### config.mk
export PLATFORM = sky130hd
export DESIGN_NAME = adder_trio_unit
export DESIGN_NICKNAME = d
export VERILOG_FILES = /design/src/rtl/adder_trio_unit_pkg.sv /design/src/rtl/adder_trio_unit_csel_block.sv /design/src/rtl/adder_trio_unit.sv
export SDC_FILE = /design/constraint.sdc
export NUM_CORES = 1
export LEC_CHECK = 0
export CAP_MARGIN = 20
export CORE_MARGIN = 8
export CORE_UTILIZATION = 50
export CTS_CLUSTER_DIAMETER = 150
export CTS_CLUSTER_SIZE = 30
export DETAILED_ROUTE_END_ITERATION = 10
export DONT_BUFFER_PORTS = 1
export SETUP_SLACK_MARGIN = 0.05
export SYNTH_ARGS = -nofsm -noshare
export SYNTH_HDL_FRONTEND = slang
export SYNTH_SLANG_ARGS = --single-unit
### constraint.sdc
create_clock -name clk -period 5 [get_ports clk]
set_clock_uncertainty 0.2 [all_clocks]
set_input_delay 1 -clock clk [delete_from_list [all_inputs] [get_ports clk]]
set_output_delay 1 -clock clk [all_outputs]
set_load 0.01 [all_outputs]
### src/rtl/adder_trio_unit_pkg.sv
// Shared constants for the adder trio: default operand width and the
// carry-select block width used by the top and its block sub-module.
package adder_trio_unit_pkg;

   localparam int DEFAULT_WIDTH = 32;
   localparam int DEFAULT_BLK   = 4;

endpackage

### src/rtl/adder_trio_unit_csel_block.sv
// One carry-select block: two ripple adders run in parallel with carry-in
// assumed 0 and 1, and the real incoming carry picks the sum and carry-out.
module adder_trio_unit_csel_block
   import adder_trio_unit_pkg::*;
#(
   parameter int BLK = DEFAULT_BLK
) (
   input  logic [BLK-1:0] a,
   input  logic [BLK-1:0] b,
   input  logic           carry_in,
   output logic [BLK-1:0] sum,
   output logic           carry_out
);

   logic [BLK-1:0] sum_c0;
   logic [BLK-1:0] sum_c1;
   logic           cout_c0;
   logic           cout_c1;

   // Both speculative ripple chains, evaluated before the block's carry arrives.
   always_comb begin
      logic carry0;
      logic carry1;
      carry0 = 1'b0;
      carry1 = 1'b1;
      sum_c0 = '0;
      sum_c1 = '0;
      for (int i = 0; i < BLK; i++) begin
         sum_c0[i] = a[i] ^ b[i] ^ carry0;
         carry0    = (a[i] & b[i]) | (a[i] & carry0) | (b[i] & carry0);
         sum_c1[i] = a[i] ^ b[i] ^ carry1;
         carry1    = (a[i] & b[i]) | (a[i] & carry1) | (b[i] & carry1);
      end
      cout_c0 = carry0;
      cout_c1 = carry1;
   end

   // The carry from the block below selects between the two precomputed results.
   always_comb begin
      sum       = carry_in ? sum_c1  : sum_c0;
      carry_out = carry_in ? cout_c1 : cout_c0;
   end

endmodule

### src/rtl/adder_trio_unit.sv
// Registered adder computing a+b+cin (behavioural and carry-select) and
// a+b+c (carry-save), with a cross-check flag comparing the two a+b+cin paths.
module adder_trio_unit
   import adder_trio_unit_pkg::*;
#(
   parameter int WIDTH = DEFAULT_WIDTH,
   parameter int BLK   = DEFAULT_BLK
) (
   input  logic             clk,
   input  logic             rst,
   input  logic             in_valid,
   input  logic [WIDTH-1:0] a,
   input  logic [WIDTH-1:0] b,
   input  logic [WIDTH-1:0] c,
   input  logic             cin,
   output logic             out_valid,
   output logic [WIDTH-1:0] plus_sum,
   output logic             plus_cout,
   output logic [WIDTH:0]   csa_sum,
   output logic             csa_cout,
   output logic [WIDTH-1:0] sel_sum,
   output logic             sel_cout,
   output logic             mismatch
);

   localparam int NBLK = WIDTH / BLK;

   logic [WIDTH:0]   plus_full;
   logic [WIDTH+1:0] csa_full;
   logic [WIDTH-1:0] csa_s;
   logic [WIDTH-1:0] csa_k;
   logic [WIDTH-1:0] sel_sum_c;
   logic [NBLK:0]    blk_carry;
   logic [BLK-1:0]   b0_sum;
   logic             b0_cout;
   logic             mismatch_c;

   // Reference path: let synthesis pick the adder, carry kept as the extra bit.
   always_comb begin
      plus_full = {1'b0, a} + {1'b0, b} + {{WIDTH{1'b0}}, cin};
   end

   // Carry-save row reduces three operands to sum and carry vectors, then a
   // ripple stage adds s and k<<1 at full width so nothing of a+b+c is lost.
   always_comb begin
      logic carry;
      logic [WIDTH:0] s_ext;
      logic [WIDTH:0] k_ext;
      csa_s = a ^ b ^ c;
      csa_k = (a & b) | (a & c) | (b & c);
      s_ext = {1'b0, csa_s};
      k_ext = {csa_k, 1'b0};
      csa_full = '0;
      carry = 1'b0;
      for (int i = 0; i <= WIDTH; i++) begin
         csa_full[i] = s_ext[i] ^ k_ext[i] ^ carry;
         carry       = (s_ext[i] & k_ext[i]) | (s_ext[i] & carry) | (k_ext[i] & carry);
      end
      csa_full[WIDTH+1] = carry;
   end

   // Lowest carry-select block has a known carry-in, so a single ripple suffices.
   always_comb begin
      logic carry;
      b0_sum = '0;
      carry  = cin;
      for (int i = 0; i < BLK; i++) begin
         b0_sum[i] = a[i] ^ b[i] ^ carry;
         carry     = (a[i] & b[i]) | (a[i] & carry) | (b[i] & carry);
      end
      b0_cout = carry;
   end

   assign blk_carry[0]        = cin;
   assign blk_carry[1]        = b0_cout;
   assign sel_sum_c[BLK-1:0]  = b0_sum;

   for (genvar g = 1; g < NBLK; g++) begin : gen_csel
      adder_trio_unit_csel_block #(
         .BLK(BLK)
      ) u_blk (
         .a        (a[g*BLK +: BLK]),
         .b        (b[g*BLK +: BLK]),
         .carry_in (blk_carry[g]),
         .sum      (sel_sum_c[g*BLK +: BLK]),
         .carry_out(blk_carry[g+1])
      );
   end

   // Disagreement between the carry-select result and the reference.
   always_comb begin
      mismatch_c = {blk_carry[NBLK], sel_sum_c} != plus_full;
   end

   // Result registers: capture only on valid samples, valid flag tracks in_valid.
   always_ff @(posedge clk or posedge rst) begin
      if (rst) begin
         out_valid <= 1'b0;
         plus_sum  <= '0;
         plus_cout <= 1'b0;
         csa_sum   <= '0;
         csa_cout  <= 1'b0;
         sel_sum   <= '0;
         sel_cout  <= 1'b0;
         mismatch  <= 1'b0;
      end else begin
         out_valid <= in_valid;
         if (in_valid) begin
            plus_sum  <= plus_full[WIDTH-1:0];
            plus_cout <= plus_full[WIDTH];
            csa_sum   <= csa_full[WIDTH:0];
            csa_cout  <= csa_full[WIDTH+1];
            sel_sum   <= sel_sum_c;
            sel_cout  <= blk_carry[NBLK];
            mismatch  <= mismatch_c;
         end
      end
   end

endmodule

Word level (Yosys, flattened, before mapping)
Cells that the tools add are included.
- equal/unequal tests: 1
- muxes and demuxes: 14
- bitwise gates (word level): 536
- $add $sub $neg: 2
- operator list (operator ; number):
    $and A1 B1 Y1 ; 216
    $or A1 B1 Y1 ; 166
    $xor A1 B1 Y1 ; 140
    $and A32 B32 Y32 ; 3
    $or A32 B32 Y32 ; 2
    $xor A32 B32 Y32 ; 2
    $add A32 B32 Y33 ; 1
    $add A33 B1 Y33 ; 1
    $ne A33 B33 Y1 ; 1
    $mux W4 ; 7
    $mux W1 ; 7
    $not A1 Y1 ; 7
- register bits after elaboration: 102
- input port bits: 100
- word-level logic and storage cells: 561
- output and inout port bits: 102

Depth between registers and ports, before layout
- depth in word-level cells: 95
- gate-level depth with buffers: 36

By module
From an unflattened synthesis, not the netlist that was laid out.
- cells, all modules: 835
- area, all modules: 9036.2 um^2
- modules (own cells, without submodules) (module ; cells each ; sequential area each (um^2) ; area an instance (um^2) ; instances):
    adder_trio_unit ; 688 ; 2527.4 ; 7818.7 ; 1
    adder_trio_unit_csel_block ; 21 ; 0.0 ; 173.9 ; 7

Worst setup path after synthesis
Ideal clock, no wire load.
- kind: input port to flip-flop
- start point: input port a[1]
- end point: register csa_sum[32]
- required time: 4.675 ns
- stages on the path: 36
- slack: -9.047 ns
- library setup time: 0.125 ns
- arrival: 13.722 ns
- cell sequence: inv_1 -> fa_1 -> inv_1 -> ha_1 -> fa_1 -> fa_1 -> fa_1 -> fa_1 -> fa_1 -> fa_1 -> fa_1 -> fa_1 -> fa_1 -> fa_1 -> fa_1 -> fa_1 -> fa_1 -> fa_1 -> fa_1 -> fa_1 -> fa_1 -> fa_1 -> fa_1 -> fa_1 -> fa_1 -> fa_1 -> fa_1 -> fa_1 -> fa_1 -> fa_1 -> fa_1 -> fa_1 -> fa_1 -> fa_1 -> ha_1 -> mux2_2
- longest elaborated chain between the ends: 94
- elaborated cells between the ends (all ways): 129
- those cells by class: 129 x bitwise
- RTL lines (what ; RTL line ; text):
    from (decl) ; adder_trio_unit.sv:12 ; input logic [WIDTH-1:0] a,
    $and A32 B32 Y32 or $xor A32 B32 Y32 (tied branches) ; adder_trio_unit.sv:50, adder_trio_unit.sv:49 ;
    $or A32 B32 Y32 or $xor A32 B32 Y32 (tied branches) ; adder_trio_unit.sv:50, adder_trio_unit.sv:49 ;
    $or A32 B32 Y32 or $and A1 B1 Y1 (tied branches) ; adder_trio_unit.sv:50, adder_trio_unit.sv:57 ;
    $and A1 B1 Y1 ; adder_trio_unit.sv:57 ; carry = (s_ext[i] & k_ext[i]) | (s_ext[i] & carry) | (k_ext[i] & carry);
    $or A1 B1 Y1 ; adder_trio_unit.sv:57 ;
    $or A1 B1 Y1 * ; adder_trio_unit.sv:57 ;
    $and A1 B1 Y1 ; adder_trio_unit.sv:57 ;
    $or A1 B1 Y1 ; adder_trio_unit.sv:57 ;
    (+79 left out) ; -- ;
    $and A1 B1 Y1 ; adder_trio_unit.sv:57 ;
    $or A1 B1 Y1 ; adder_trio_unit.sv:57 ;
    $or A1 B1 Y1 * ; adder_trio_unit.sv:57 ;
    $and A1 B1 Y1 ; adder_trio_unit.sv:57 ;
    $or A1 B1 Y1 ; adder_trio_unit.sv:57 ;
    $or A1 B1 Y1 * ; adder_trio_unit.sv:57 ;
    $xor A1 B1 Y1 * ; adder_trio_unit.sv:56 ; csa_full[i] = s_ext[i] ^ k_ext[i] ^ carry;
    named net csa_full[32] ; adder_trio_unit.sv:29 ; logic [WIDTH+1:0] csa_full;
    to (signal assigned) ; adder_trio_unit.sv:111 ; csa_sum <= csa_full[WIDTH:0];
    to (decl) ; adder_trio_unit.sv:19 ; output logic [WIDTH:0] csa_sum,
The timed path passes the listed nets; every way through them passes the cells marked *.
A chain may end at the register's enable or synchronous reset.

Worst setup path in the final report
Ends and elaborated chain as after synthesis.

==> metrics <==
CTS max path bufs 2; Max Freq around 0.08 GHz; crit-path max cell delay between 500 and 600 ps; antenna diode count 0; CTS Root Cell clkbuf_16; most used cell, CP fa_2; FF-to-FF path depth 1; clock share of power between 20 and 25%; setup violators final 35; # nets final roughly 1100; overall routed net length 22900 um; NetSw ~1.3 mW; dpl cell area about 9500 um2; syn_nets between 1000 and 1500; Synth async-reset ratio 100%; # IOs 202; number of vias per cell a little under 6; number of flops mapped to enable cells by yosys 0; Critical Path RT between 5000 and 6000 ps; port bufs 0; GRT overflow 0; Hold Path Cell Cnt 1; register-to-register path setup slack 3950 ps; DRT iter0 DRCs between 300 and 400; WS Path Type input port to flop; CP max stage cell fa_1; CTS tree yes; height of the die 146 um; measured slew at the worst slew-check pin ~900 ps; Synth Register Bits about 100; first-pass GRT wire length approximately 37000 um; Synth Flop Type dfrtp_1; critical hold path startpoint csa_sum[7]; status finished with violations; area grow syn2layout 19.6%; Slew headroom roughly 40%; RSZ-0062 raised after global routing yes; violated checks negative setup slack; Core Rows 47; reg-to-reg endpoint plus_sum[14]; Startpoint Class input port; total CTS buffers 9; Pint about 2.3 mW; critical path arrival between 10000 and 15000 ps; Clk Latency, worst-skew pair approximately 360 ps; Filler Cell Count 1400; setup ws final -7820 ps; register clock-pin slew on the reported worst setup and hold paths 70 ps; max cap viols 0; Setup WS pre-CTS -8240 ps; sequential share of power 39.9%; die area 21400 um2; GPL Wtd Cong about 0.87; gr usage total 21.3%; sequential area share after synthesis between 20% and 30%; ANT nets after route 0; Routed WL per cell between 20 and 25 um; Synth Instances 828; Via Count about 6600; Yosys cell types 76; # clock sinks ~100; setup TNS -105590 ps; Leak roughly 4.3 nW; CP endpoint kind flop; post-DP HPWL about 18000 um; layout cells sized above 1 ~30%; number of global-route vias before repair between 6000 and 7000; Final period util 256%; core region area approximately 17000 um2; worst hold slack 386 ps; Period minus WS final between 10000 and 15000 ps; mapped cell area about 8500 um2; Final Max Slew Viols 0; largest net degree at the start of global routing 119; PD cells ~350 nW/um2; Initial Util between 50% and 60%; yosys warns 0; Crit Reg-Reg Startpoint plus_sum[14]; first-pass detailed-route iteration total 5; drt drc 0; share of total power in combinational logic 37.9%; Final Instance Area slightly above 10000 um2; Final Hold Fails 0; CTS H-tree depth 3; CP max FO 2; Hold Crit Class flop to flop; initial antenna violation count 0; worst vdd ir about 0.2 mV; die width roughly 150 um; Mean Syn Cell Area slightly above 10 um2; sw frac a little over a third; WHS Endpoint csa_sum[7]
-- worst max-delay path, delay by kind of cell --
family | cells | cell delay, ps
buf+inv | 2 | 120
mux | 1 | 250
fa+ha+maj | 33 | 11450
-- synth_stat cells, types with 8 or more instances --
cell | instances | area, um2
mux2i_1 | 11 | 110
a211oi_1 | 9 | 67.6
clkbuf_1 | 25 | 93.8
fa_1 | 67 | 1340
mux2_2 | 81 | 912
a21oi_1 | 62 | 310
o21ai_0 | 38 | 190
xnor2_1 | 45 | 394
inv_1 | 62 | 233
xor2_1 | 24 | 210
o22ai_1 | 8 | 50.1
dfrtp_1 | 101 | 2530
nand3_1 | 12 | 60.1
ha_1 | 40 | 500
o211ai_1 | 8 | 60.1
nor2_1 | 73 | 274
nand2_1 | 35 | 131
a21o_1 | 8 | 60.1
-- area by class of cell --
| type | count | area [um2] | share of cell area (%) |
|---|---|---|---|
| Timing Repair Buffer | 83 | 703 | 6.91 |
| Tap cell | 220 | 275 | 2.71 |
| Sequential cell | 101 | 2530 | 24.8 |
| Clock inverter | 6 | 92.6 | 0.910 |
| Clock buffer | 10 | 239 | 2.35 |
| Multi-Input combinational cell | 635 | 6080 | 59.7 |
| Inverter | 62 | 262 | 2.57 |
-- cells by family after synthesis --
family	after synthesis	share of synthesized area, %
compound gates	192	14.9
xor+xnor	69	7.10
fa+ha+maj	107	21.6
buf+inv	92	4.28
flops	101	29.7
mux	93	12.3
simple gates	174	10.1
-- how the worst max path moves through the flow --
| stage | start | endpoint | slack (ps) | cells after the start |
|---|---|---|---|---|
| after floorplan | a[1] | csa_sum[32] | -7830 | 36 |
| after detailed placement | a[1] | csa_sum[32] | -8240 | 36 |
| after CTS | a[1] | csa_sum[32] | -7850 | 36 |
| final | a[1] | csa_sum[32] | -7820 | 36 |
| after global placement | a[1] | csa_sum[32] | -8150 | 36 |
| after global routing | a[1] | csa_sum[32] | -8080 | 36 |
-- layer usage --
metal	up-vias	global-route usage (%)	wire, um
met4	0	7.06	468
met2	227	36.3	11300
met3	36	6.21	1820
met5	-	0	0
met1	3277	25.3	9270
li1	3024	-	-
-- repair_timing --
item / 4_1_cts / 5_1_grt
endpoints found under the hold margin: 0 / 0
hold buffers: 0 / 0
pin swaps: 28 / 14
endpoints found under the setup margin: 39 / 38
setup buffers: 8 / 5
gates cloned: 0 / 0
resized for setup: 49 / 32
-- power groups by stage --
stage          registers, mW  logic (mW)  clock network, mW
2_1_floorplan           1.36       0.919                  0
5_1_grt                 1.48        1.51              0.844
4_1_cts                 1.46        1.33              0.816
3_5_place_dp            1.46        1.22                  0
6_report                1.44        1.37              0.801
3_3_place_gp            1.46        1.18                  0
-- placed cells by master, fill, tap and decap left out, types with 9 or more instances in the layout --
| cell | count |
|---|---|
| nand3_1 | 11 |
| nor2_1 | 70 |
| inv_1 | 57 |
| nand2_1 | 34 |
| buf_6 | 18 |
| xor2_1 | 22 |
| o21ai_0 | 35 |
| fa_1 | 33 |
| mux2_2 | 49 |
| mux2_4 | 32 |
| xnor2_1 | 44 |
| buf_4 | 64 |
| mux2i_1 | 9 |
| fa_2 | 34 |
| dfrtp_1 | 101 |
| a21oi_1 | 60 |
| clkbuf_16 | 9 |
| ha_1 | 38 |
-- flip-flops by register name (all words and copies together) (netlist names) --
register and cells:
sel_cout 1, plus_sum 31, csa_sum 33, csa_cout 1, plus_cout 1, sel_sum 32, mismatch 1, out_valid 1
-- through the flow --
| step | util, % | power, mW | cells |
|---|---|---|---|
| after floorplan | - | 2.28 | 828 |
| after global placement | 57.0 | 2.64 | 1093 |
| after detailed placement | 57.0 | 2.69 | 1093 |
| after CTS | 60.5 | 3.60 | 1115 |
| after global routing | 61.4 | 3.84 | 1117 |
| final | 61.4 | 3.61 | 1117 |
(Power assumes the default switching activity.)
